<file path="src/rtl/tlp_tx_framer_if.sv">
// Interface bundling the request side and the DW stream side of tlp_tx_framer.
//
// Handshake semantics (both channels): a transfer happens on a rising clk edge
// where valid and ready are both high. A source holding valid high keeps its
// payload stable until that transfer; ready may depend on state but never on
// the same-cycle valid of the other side.
//
// Modports: slave = the framer, master = request source plus link-layer sink.
interface tlp_tx_framer_if #(
  parameter int MAX_PAYLOAD_DW = 32
);
  logic                        req_valid_i;
  logic                        req_ready_o;
  logic [2:0]                  header_fmt_i;
  logic [4:0]                  header_type_i;
  logic [2:0]                  header_tc_i;
  logic [8:0]                  header_length_i;
  logic [15:0]                 header_requestID_i;
  logic [15:0]                 header_completID_i;
  logic [32*MAX_PAYLOAD_DW-1:0] data_i;
  logic [31:0]                 addr_i;
  logic                        tx_valid_o;
  logic                        tx_ready_i;
  logic [31:0]                 tx_data_o;
  logic                        tx_sop_o;
  logic                        tx_eop_o;
  logic [7:0]                  tag_o;
  logic                        err_o;

  modport slave (
    input  req_valid_i, header_fmt_i, header_type_i, header_tc_i,
           header_length_i, header_requestID_i, header_completID_i,
           data_i, addr_i, tx_ready_i,
    output req_ready_o, tx_valid_o, tx_data_o, tx_sop_o, tx_eop_o,
           tag_o, err_o
  );

  modport master (
    output req_valid_i, header_fmt_i, header_type_i, header_tc_i,
           header_length_i, header_requestID_i, header_completID_i,
           data_i, addr_i, tx_ready_i,
    input  req_ready_o, tx_valid_o, tx_data_o, tx_sop_o, tx_eop_o,
           tag_o, err_o
  );
endinterface

</file>
<file path="src/rtl/tlp_tx_framer.sv">
// tlp_tx_framer: turns one decoded request into a PCIe TLP streamed as 32-bit
// DW beats (header, payload, optional ECRC digest) with sop/eop framing.
// Optional feature macro: TLP_ECRC_EN (sets TD and appends a CRC-32 digest DW).
// state_o exposes the FSM encoding: 0 IDLE, 1 HDR, 2 DATA, 3 DGST.
module tlp_tx_framer #(
  parameter int MAX_PAYLOAD_DW = 32,
  parameter int TAG_WIDTH      = 8
) (
  input  logic           clk,
  input  logic           rst_n,
  tlp_tx_framer_if.slave bus,
  output logic [1:0]     state_o
);

  typedef enum logic [1:0] {
    IDLE = 2'd0,
    HDR  = 2'd1,
    DATA = 2'd2,
    DGST = 2'd3
  } state_e;

  localparam int         IDXW    = $clog2(MAX_PAYLOAD_DW);
  localparam logic [8:0] MAX_LEN = 9'(MAX_PAYLOAD_DW);

`ifdef TLP_ECRC_EN
  localparam logic ECRC_ON = 1'b1;
`else
  localparam logic ECRC_ON = 1'b0;
`endif

  state_e                 state_q, state_d;
  logic [8:0]             idx_q, idx_d;
  logic [TAG_WIDTH-1:0]   tag_q;
  logic                   tag_inc;
  logic                   err_q;
  logic [2:0]             fmt_q;
  logic [4:0]             type_q;
  logic [2:0]             tc_q;
  logic [8:0]             len_q;
  logic [15:0]            reqid_q;
  logic [15:0]            cplid_q;
  logic [31:0]            addr_q;
  logic [31:0]            data_q [MAX_PAYLOAD_DW];

  logic                   req_ready;
  logic                   accept;
  logic                   malformed;
  logic                   beat_hs;
  logic [8:0]             nh;
  logic [8:0]             nd;
  logic                   is_cpl;
  logic [3:0]             last_be;
  logic [11:0]            byte_cnt;
  logic [7:0]             tag8;
  logic [31:0]            hdr_dw;
  logic                   last_hdr;
  logic                   last_data;
  logic                   tx_valid;
  logic [31:0]            tx_data;
  logic                   tx_sop;
  logic                   tx_eop;

  assign req_ready = (state_q == IDLE);
  assign accept    = bus.req_valid_i && req_ready;
  assign malformed = bus.header_fmt_i[1] &&
                     ((bus.header_length_i == 9'd0) || (bus.header_length_i > MAX_LEN));
  assign beat_hs   = (state_q != IDLE) && bus.tx_ready_i;

  // Decode the registered request into beat counts and header sub-fields.
  always_comb begin
    nh        = fmt_q[0] ? 9'd4 : 9'd3;
    nd        = fmt_q[1] ? len_q : 9'd0;
    is_cpl    = (type_q == 5'b01010);
    last_be   = (nd <= 9'd1) ? 4'h0 : 4'hF;
    byte_cnt  = {1'b0, nd, 2'b00};
    last_hdr  = (idx_q == nh - 9'd1);
    last_data = (idx_q == nd - 9'd1);
    tag8      = '0;
    tag8[TAG_WIDTH-1:0] = tag_q;
  end

  // Select the header DW for the current header beat index.
  always_comb begin
    hdr_dw = '0;
    case (idx_q[1:0])
      2'd0: hdr_dw = {fmt_q, type_q, 1'b0, tc_q, 4'b0000, ECRC_ON, 1'b0,
                      2'b00, 2'b00, 1'b0, len_q};
      2'd1: begin
        if (is_cpl) hdr_dw = {cplid_q, 3'b000, 1'b0, byte_cnt};
        else        hdr_dw = {reqid_q, tag8, last_be, 4'hF};
      end
      2'd2: begin
        if (is_cpl)        hdr_dw = {reqid_q, tag8, 1'b0, addr_q[6:0]};
        else if (fmt_q[0]) hdr_dw = 32'h0;
        else               hdr_dw = {addr_q[31:2], 2'b00};
      end
      default: hdr_dw = {addr_q[31:2], 2'b00};
    endcase
  end

`ifdef TLP_ECRC_EN
  logic [31:0] crc_q;

  function automatic logic [31:0] crc32_dw(input logic [31:0] crc, input logic [31:0] dw);
    logic [31:0] c;
    c = crc;
    for (int i = 31; i >= 0; i--) begin
      if (c[31] ^ dw[i]) c = {c[30:0], 1'b0} ^ 32'h04C1_1DB7;
      else               c = {c[30:0], 1'b0};
    end
    return c;
  endfunction

  // Running ECRC over every header/payload DW as it is handshaken.
  always_ff @(posedge clk or negedge rst_n) begin
    if (!rst_n)                          crc_q <= 32'hFFFF_FFFF;
    else if (accept)                     crc_q <= 32'hFFFF_FFFF;
    else if (beat_hs && state_q != DGST) crc_q <= crc32_dw(crc_q, tx_data);
  end
`endif

  // State register.
  always_ff @(posedge clk or negedge rst_n) begin
    if (!rst_n) state_q <= IDLE;
    else        state_q <= state_d;
  end

  // Next state, beat index and beat outputs; index only moves on a handshake.
  always_comb begin
    state_d  = state_q;
    idx_d    = idx_q;
    tag_inc  = 1'b0;
    tx_valid = 1'b0;
    tx_data  = 32'h0;
    tx_sop   = 1'b0;
    tx_eop   = 1'b0;
    case (state_q)
      IDLE: begin
        if (accept && !malformed) begin
          state_d = HDR;
          idx_d   = 9'd0;
        end
      end
      HDR: begin
        tx_valid = 1'b1;
        tx_data  = hdr_dw;
        tx_sop   = (idx_q == 9'd0);
        tx_eop   = last_hdr && (nd == 9'd0) && !ECRC_ON;
        if (beat_hs) begin
          if (last_hdr) begin
            idx_d = 9'd0;
            if (nd != 9'd0) state_d = DATA;
            else if (ECRC_ON) state_d = DGST;
            else begin
              state_d = IDLE;
              tag_inc = 1'b1;
            end
          end else begin
            idx_d = idx_q + 9'd1;
          end
        end
      end
      DATA: begin
        tx_valid = 1'b1;
        tx_data  = data_q[idx_q[IDXW-1:0]];
        tx_eop   = last_data && !ECRC_ON;
        if (beat_hs) begin
          if (last_data) begin
            idx_d = 9'd0;
            if (ECRC_ON) state_d = DGST;
            else begin
              state_d = IDLE;
              tag_inc = 1'b1;
            end
          end else begin
            idx_d = idx_q + 9'd1;
          end
        end
      end
`ifdef TLP_ECRC_EN
      DGST: begin
        tx_valid = 1'b1;
        tx_data  = ~crc_q;
        tx_eop   = 1'b1;
        if (beat_hs) begin
          state_d = IDLE;
          tag_inc = 1'b1;
        end
      end
`endif
      default: state_d = IDLE;
    endcase
  end

  // Request capture, beat index, tag counter and the error pulse.
  always_ff @(posedge clk or negedge rst_n) begin
    if (!rst_n) begin
      idx_q   <= '0;
      tag_q   <= '0;
      err_q   <= 1'b0;
      fmt_q   <= '0;
      type_q  <= '0;
      tc_q    <= '0;
      len_q   <= '0;
      reqid_q <= '0;
      cplid_q <= '0;
      addr_q  <= '0;
    end else begin
      idx_q <= idx_d;
      err_q <= accept && malformed;
      if (tag_inc) tag_q <= tag_q + 1'b1;
      if (accept) begin
        fmt_q   <= bus.header_fmt_i;
        type_q  <= bus.header_type_i;
        tc_q    <= bus.header_tc_i;
        len_q   <= bus.header_length_i;
        reqid_q <= bus.header_requestID_i;
        cplid_q <= bus.header_completID_i;
        addr_q  <= bus.addr_i;
      end
    end
  end

  // Payload buffer; needs no reset because it is only read after a capture.
  always_ff @(posedge clk) begin
    if (accept) begin
      for (int k = 0; k < MAX_PAYLOAD_DW; k++) data_q[k] <= bus.data_i[32*k +: 32];
    end
  end

  assign bus.req_ready_o = req_ready;
  assign bus.tx_valid_o  = tx_valid;
  assign bus.tx_data_o   = tx_data;
  assign bus.tx_sop_o    = tx_sop;
  assign bus.tx_eop_o    = tx_eop;
  assign bus.tag_o       = tag8;
  assign bus.err_o       = err_q;
  assign state_o         = state_q;

endmodule

</file>
<file path="src/flat_wrapper.sv">
// flat-port wrapper written by rule: the top's interface ports become plain ports
module tlp_tx_framer_flat 
#(
  parameter int MAX_PAYLOAD_DW = 32,
  parameter int TAG_WIDTH      = 8
)
  (clk, rst_n, state_o, bus_req_valid_i, bus_header_fmt_i, bus_header_type_i, bus_header_tc_i, bus_header_length_i, bus_header_requestID_i, bus_header_completID_i, bus_data_i, bus_addr_i, bus_tx_ready_i, bus_req_ready_o, bus_tx_valid_o, bus_tx_data_o, bus_tx_sop_o, bus_tx_eop_o, bus_tag_o, bus_err_o);
  tlp_tx_framer_if #(.MAX_PAYLOAD_DW(MAX_PAYLOAD_DW)) bus_i ();
  input  logic clk;
  input  logic rst_n;
  output logic [1:0] state_o;
  input wire logic [$bits(bus_i.req_valid_i)-1:0] bus_req_valid_i;
  input wire logic [$bits(bus_i.header_fmt_i)-1:0] bus_header_fmt_i;
  input wire logic [$bits(bus_i.header_type_i)-1:0] bus_header_type_i;
  input wire logic [$bits(bus_i.header_tc_i)-1:0] bus_header_tc_i;
  input wire logic [$bits(bus_i.header_length_i)-1:0] bus_header_length_i;
  input wire logic [$bits(bus_i.header_requestID_i)-1:0] bus_header_requestID_i;
  input wire logic [$bits(bus_i.header_completID_i)-1:0] bus_header_completID_i;
  input wire logic [$bits(bus_i.data_i)-1:0] bus_data_i;
  input wire logic [$bits(bus_i.addr_i)-1:0] bus_addr_i;
  input wire logic [$bits(bus_i.tx_ready_i)-1:0] bus_tx_ready_i;
  output wire logic [$bits(bus_i.req_ready_o)-1:0] bus_req_ready_o;
  output wire logic [$bits(bus_i.tx_valid_o)-1:0] bus_tx_valid_o;
  output wire logic [$bits(bus_i.tx_data_o)-1:0] bus_tx_data_o;
  output wire logic [$bits(bus_i.tx_sop_o)-1:0] bus_tx_sop_o;
  output wire logic [$bits(bus_i.tx_eop_o)-1:0] bus_tx_eop_o;
  output wire logic [$bits(bus_i.tag_o)-1:0] bus_tag_o;
  output wire logic [$bits(bus_i.err_o)-1:0] bus_err_o;
  assign bus_i.req_valid_i = bus_req_valid_i;
  assign bus_i.header_fmt_i = bus_header_fmt_i;
  assign bus_i.header_type_i = bus_header_type_i;
  assign bus_i.header_tc_i = bus_header_tc_i;
  assign bus_i.header_length_i = bus_header_length_i;
  assign bus_i.header_requestID_i = bus_header_requestID_i;
  assign bus_i.header_completID_i = bus_header_completID_i;
  assign bus_i.data_i = bus_data_i;
  assign bus_i.addr_i = bus_addr_i;
  assign bus_i.tx_ready_i = bus_tx_ready_i;
  assign bus_req_ready_o = bus_i.req_ready_o;
  assign bus_tx_valid_o = bus_i.tx_valid_o;
  assign bus_tx_data_o = bus_i.tx_data_o;
  assign bus_tx_sop_o = bus_i.tx_sop_o;
  assign bus_tx_eop_o = bus_i.tx_eop_o;
  assign bus_tag_o = bus_i.tag_o;
  assign bus_err_o = bus_i.err_o;
  tlp_tx_framer #(.MAX_PAYLOAD_DW(MAX_PAYLOAD_DW), .TAG_WIDTH(TAG_WIDTH)) u_core (.clk(clk), .rst_n(rst_n), .bus(bus_i), .state_o(state_o));
endmodule
</file>
<file path="config.mk">
export PLATFORM = sky130hd
export DESIGN_NAME = tlp_tx_framer_flat
export DESIGN_NICKNAME = d
export VERILOG_FILES = /design/src/rtl/tlp_tx_framer_if.sv /design/src/rtl/tlp_tx_framer.sv /design/src/flat_wrapper.sv
export SDC_FILE = /design/constraint.sdc
export NUM_CORES = 1
export LEC_CHECK = 0
export ABC_CLOCK_PERIOD_IN_PS = 43800
export BUFFER_PORTS_ARGS = -buffer_cell sky130_fd_sc_hd__buf_4
export CAP_MARGIN = 20
export CORE_AREA = 2 2 453 455
export CTS_CLUSTER_SIZE = 20
export DETAILED_ROUTE_END_ITERATION = 10
export DIE_AREA = 0 0 455 457
export GPL_ROUTABILITY_DRIVEN = 0
export SYNTH_ARGS = -nofsm -noshare
export SYNTH_HDL_FRONTEND = slang
export SYNTH_SLANG_ARGS = --single-unit
export TNS_END_PERCENT = 50
</file>
<file path="constraint.sdc">
create_clock -name clk -period 43.8 [get_ports clk]
set_input_delay 6.57 -clock clk [delete_from_list [all_inputs] [get_ports clk]]
set_output_delay 6.57 -clock clk [all_outputs]
set_load 0.005 [all_outputs]
</file>
### Word-level counts from Yosys, hierarchy flattened

Memories as Yosys holds them, arrays and structs flattened.
Cells that the tools add are included.

* word-level logic and storage cells: 81
* bits in read-only memories: 0
* output and inout port bits: 47
* bits in writable memories: 1024
* memories: 1
* bits of input ports: 1112
* bits in latches: 0
* flip-flop bits (word level): 104

* equal/unequal tests: 12
* order comparisons: 2
* multipliers: 0
* bitwise logic cells: 0
* divide/modulo/power cells: 0
* add/sub/neg operators: 4
* multiplexer cells: 32
* shifts and indexed selects: 0
* reduce and logical (&&, ||, !) cells: 19

Memory list
* u_core.data_q: words 32, width 32, read ports 1, clocked after Yosys merged registers in 0, wr ports 32, RTL line tlp_tx_framer.sv:43 `logic [31:0] data_q [MAX_PAYLOAD_DW];`

Operators by type and width (number)
* $mux 32: 3
* $pmux 32 s3: 1
* $pmux 32 s2: 1
* $mux 9: 6
* $logic_not 9->1: 3
* $pmux 9 s3: 1
* $eq 9x9->1: 2
* $sub 9x1->9 const B: 2
* $mux 2: 6
* $add 9x1->9 const B: 1
* $gt 9x6->1 const B: 1
* $le 9x1->1 const B: 1
* $mux 1: 9
* $reduce_bool 9->1: 1
* $add 8x1->8 const B: 1
* $ne 2x1->1 const B: 4
* $logic_and 1x1->1: 6
* $pmux 2 s3: 1
* $eq 5x4->1 const B: 1
* $reduce_and 5->1: 1
* $eq 2x1->1 const B: 2
* $eq 2x2->1 const B: 2
* $logic_not 2->1: 2
* $mux 4: 1
* 9 further kinds: 10

### Logic depth before layout (Yosys ltp)

* word-level depth: 7
* gate-level depth with buffers: 16
* mapped depth without buffers: 9

### Least setup slack after synthesis

No wires, ideal clock.

* path type: input to register
* start point: input port bus_req_valid_i
* end point: register u_core.addr_q[16]
* path slack: 5.102 ns
* cell stages on the path: 5
* arrival: 38.510 ns
* data required time: 43.611 ns
* library setup time: 0.189 ns
* path buffers: 3
* cells stage by stage: and2_1 > clkbuf_1 > clkbuf_1 > clkbuf_1 > mux2_2

* word-level cells in the longest chain between the ends: 1

Ends and longest elaborated chain
* start: declaration: RTL line flat_wrapper.sv:12 `input wire logic [$bits(bus_i.req_valid_i)-1:0] bus_req_valid_i;`
* $logic_and 1x1->1: RTL line tlp_tx_framer.sv:64 `assign accept = bus.req_valid_i && req_ready;`
* via u_core.accept: RTL line tlp_tx_framer.sv:46 `logic accept;`
* end signal: assignment: RTL line tlp_tx_framer.sv:219 `addr_q <= bus.addr_i;`
* end: declaration: RTL line tlp_tx_framer.sv:42 `logic [31:0] addr_q;`

The timed path passes the listed nets, and every way through them passes these cells.
A chain may end at the register's enable or synchronous reset.

### Final worst setup path

* start point: register u_core.idx_q[1]
* end point: output port bus_tx_data_o[0]

* word-level cells in the longest chain between the ends: 3
* elaborated cells between the ends (all ways): 6
* classes of those cells: 2 x eq/ne; 2 x mux; 1 x reduce/logical; 1 x memory

Ends and longest elaborated chain
* start: declaration: RTL line tlp_tx_framer.sv:32 `logic [8:0] idx_q, idx_d;`
* start signal: assignment: RTL line tlp_tx_framer.sv:209 `idx_q <= idx_d;`
* parallel branches: the longest is 2 deep, another holds $mem_v2 32x32
* $pmux 32 s2 *: RTL line tlp_tx_framer.sv:137 `case (state_q)`
* end: declaration: RTL line flat_wrapper.sv:24 `output wire logic [$bits(bus_i.tx_data_o)-1:0] bus_tx_data_o;`

Mark *: on every way between the ends.

==> impl_metrics.csv <==
group,metric,value,unit
die,coreArea,203000,um^2
grt,grt_usage,0.181,
setup_path,start_kind,"register",
finish,syn2layout_area_growth,36.7,%
synthesis,ys_ff_latch,1128,
grt,grt_first_pass_wirelength,255000,um
detailed_routing,drt_first_pass_iters,7,
detailed_routing,vias,28700,
synthesis,ys_async_sr_fraction,0.0922,
placement,place_area,57100,um^2
cts,cts_made_buffers,134,
power,ir_drop,46.3,uV
finish,fin_nets,4682,
setup_path,cp.arrival,6.18,ns
power,leakage,22.0,nW
timing,fin_crit_sh,0.291,
worst_hold_path,min_path_type,"register to register",
setup_path,cpMaxStageDelayCell,"dfrtp_4",
placement,pre_cts_ws,31.77,ns
timing,finalHoldViolCount,0,
die,die_w,455,um
synthesis,syn_avg_cell_area,19.1,um^2
timing,worstMarginPinSlew,1.24,ns
grt,antenna_found_initial,79,
status,status,"completed",
detailed_routing,viasPerCell,4.51,
cts,htree_levels,4,
synthesis,synth_edf_count,1024,
die,start_util,0.222,
detailed_routing,drt-initial-drc-count,3005,
cts,postCtsResizedCells,0,
grt,grt-ovfl-total,0,
synthesis,yosysWarnings,0,
cts,clockBufferDepth,3,
power,powerDensity,62.8,nW/um^2
cts,clk_pin_slew,0.07,ns
cts,postCtsHoldBufs,0,
job,maxCapViolCount,0,
cts,clkLatencyLatePin,0.81,ns
cts,cts.sinks,1128,
finish,final_area,61700,um^2
setup_path,crit_chain,"buf_4 -> buf_4 -> buf_4 -> buf_4 -> mux4_2 -> mux4_2 -> o21ai_0 -> buf_4 -> o22ai_1 -> and2_1 -> buf_4",
die,dieArea,208000,um^2
placement,io_buffers,1158,
cts,cts_setup_buffers,0,
finish,drive_gt1_frac,0.480,
timing,fmax,78.4,MHz
placement,dp_cells,6108,
detailed_routing,wl_per_cell,30.6,um
detailed_routing,drc,0,
setup_path,path_max_fanout,42,
timing,slew_headroom,0.173,
setup_path,setup.worst_path.end_class,"output port",
power,power.total,3.87,mW
finish,fin_cells,6369,
synthesis,yosysUniqueCellTypes,67,
die,rows,166,
die,dieHeight,457,um
placement,place_hpwl,149000,um
synthesis,syn_inst,2361,
synthesis,syn_nets,3485,
synthesis,ys.flop_type,"edfxtp_1",
timing,slew_viol_final,0,
synthesis,netlist_area,45100,um^2
timing,fin_skew,0.0419,ns
detailed_routing,ant_nets,0,
cts,cts_tree,"done",
setup_path,crit_buf_inv,6,
setup_path,cp_slowest_stage_delay,0.74,ns
setup_path,critical_path_required,37.23,ns
synthesis,synth_seq_area_share,0.739,
setup_path,crit_family,"buffers and inverters",
finish,finish.utilization,0.303,
grt,grt_pass1_vias,29200,
timing,setup_tns,0,ns
timing,hold_ws,0.503,ns
timing,fin_crit,12.75,ns
setup_path,crit_type,"register to output port",
grt,grt_max_degree,177,
timing,setup_slack,31.05,ns
setup_path,cpMostUsedCell,"buf_4",
die,num_io_pins,1159,
cts,root_buffer,"clkbuf_16",
timing,rsz0062_at_grt,"no",
detailed_routing,wirelength,195000,um
timing,setup_viol,0,
-- layout by cell type (no fill, tap or decap), types with 11 or more instances in the layout --
cell and count:
a21boi_0 12, nand3_1 12, buf_4 1201, nor2b_1 20, edfxtp_1 1024, clkinv_1 20
a21oi_1 97, o221ai_1 49, dfrtp_1 99, o211ai_1 13, a222oi_1 13, o21ai_0 85
mux2_2 142, clkinv_2 13, bufinv_16 16, nand2_1 48, clkbuf_16 137, mux2i_1 142
diode_2 18, a22oi_1 13, inv_1 13, mux4_2 190, nor2_1 48, clkbuf_1 28
a211oi_1 14, o22ai_1 20, ha_1 11, o21bai_1 24
-- metal layers --
| layer | part of all wire | up-vias | global-route usage |
|---|---|---|---|
| li1 | - | 12100 | - |
| met1 | 0.40 | 14800 | 0.228 |
| met2 | 0.49 | 1496 | 0.303 |
| met3 | 0.089 | 282 | 0.0532 |
| met4 | 0.021 | 26 | 0.0441 |
| met5 | 0.00084 | - | 0 |
-- cell families (layout without fill, tap and decap cells) --
family,after synthesis,count (layout),synth area share
muxes,474,474,0.162
other,0,18,0
AOI/OAI and AO/OA,385,385,0.0571
adders and majority gates,12,12,0.00333
DFF,1128,1128,0.739
and+or+nand+nor,187,187,0.0212
buffers and inverters,163,1465,0.0147
xor gates and xnor gates,12,12,0.00233
-- Yosys cell counts, types with 5 or more instances --
cell	n	share of area
edfxtp_1	1024	0.68
ha_1	12	0.0033
a211oi_1	14	0.0023
o22ai_1	20	0.0028
a211o_1	8	0.0016
inv_1	13	0.0011
nand3_1	12	0.0013
nor2_1	48	0.0040
nor2b_1	21	0.0029
a222oi_1	13	0.0029
mux2_2	142	0.035
o21bai_1	24	0.0040
and2_1	6	0.00083
buf_2	34	0.0038
nor3_1	8	0.00089
a21boi_0	12	0.0020
o21ai_0	86	0.0095
buf_1	14	0.0012
mux4_2	190	0.095
dfrtp_1	104	0.058
or4_1	8	0.0013
a21oi_1	97	0.011
xor2_1	8	0.0016
nand2b_1	6	0.00083
mux2i_1	142	0.032
o221ai_1	50	0.0097
clkbuf_1	99	0.0082
o211ai_1	13	0.0022
a22o_1	5	0.00097
nand2_1	48	0.0040
a22oi_1	13	0.0022
-- power by group --
part / switching, mW / leakage (nW) / internal [mW]
sequential: 0.133 / 10.9 / 1.47
combinational: 0.679 / 8.94 / 0.434
clock: 0.479 / 2.16 / 0.676
-- flip-flops by register name (all words and copies together), names as in the netlist, 2 cells and up --
signal	count
u_core.type_q	5
u_core.reqid_q	16
u_core.len_q	9
u_core.idx_q	9
u_core.state_o	2
u_core.data_q	1024
u_core.addr_q	32
u_core.bus.tag_o	8
u_core.tc_q	3
u_core.fmt_q	3
u_core.cplid_q	16
-- area by class of cell --
cell class / instances / area [um^2]
Timing Repair Buffer: 1210 / 9200
Clock buffer: 166 / 3550
Clock inverter: 75 / 946
Fill cell: 19900 / 142000
Inverter: 14 / 52.6
Multi-Input combinational cell: 1070 / 11100
Tap cell: 2688 / 3360
Antenna cell: 18 / 45.0
Sequential cell: 1128 / 33400
-- final timing paths --
path	slack, ns	from	cells past startpoint	end
setup / recovery	31.05	u_core.idx_q[1]	11	bus_tx_data_o[0]
max in group asynchronous	36.66	rst_n	2	u_core.addr_q[26]
hold reg to reg	0.50	u_core.addr_q[6]	1	u_core.addr_q[6]
hold / removal	0.50	u_core.addr_q[6]	1	u_core.addr_q[6]
min in group asynchronous	5.75	rst_n	1	u_core.idx_q[1]
setup reg to reg	38.41	u_core.state_o[0]	7	u_core.data_q[8][21]
Power figures use the tool's default switching activity.
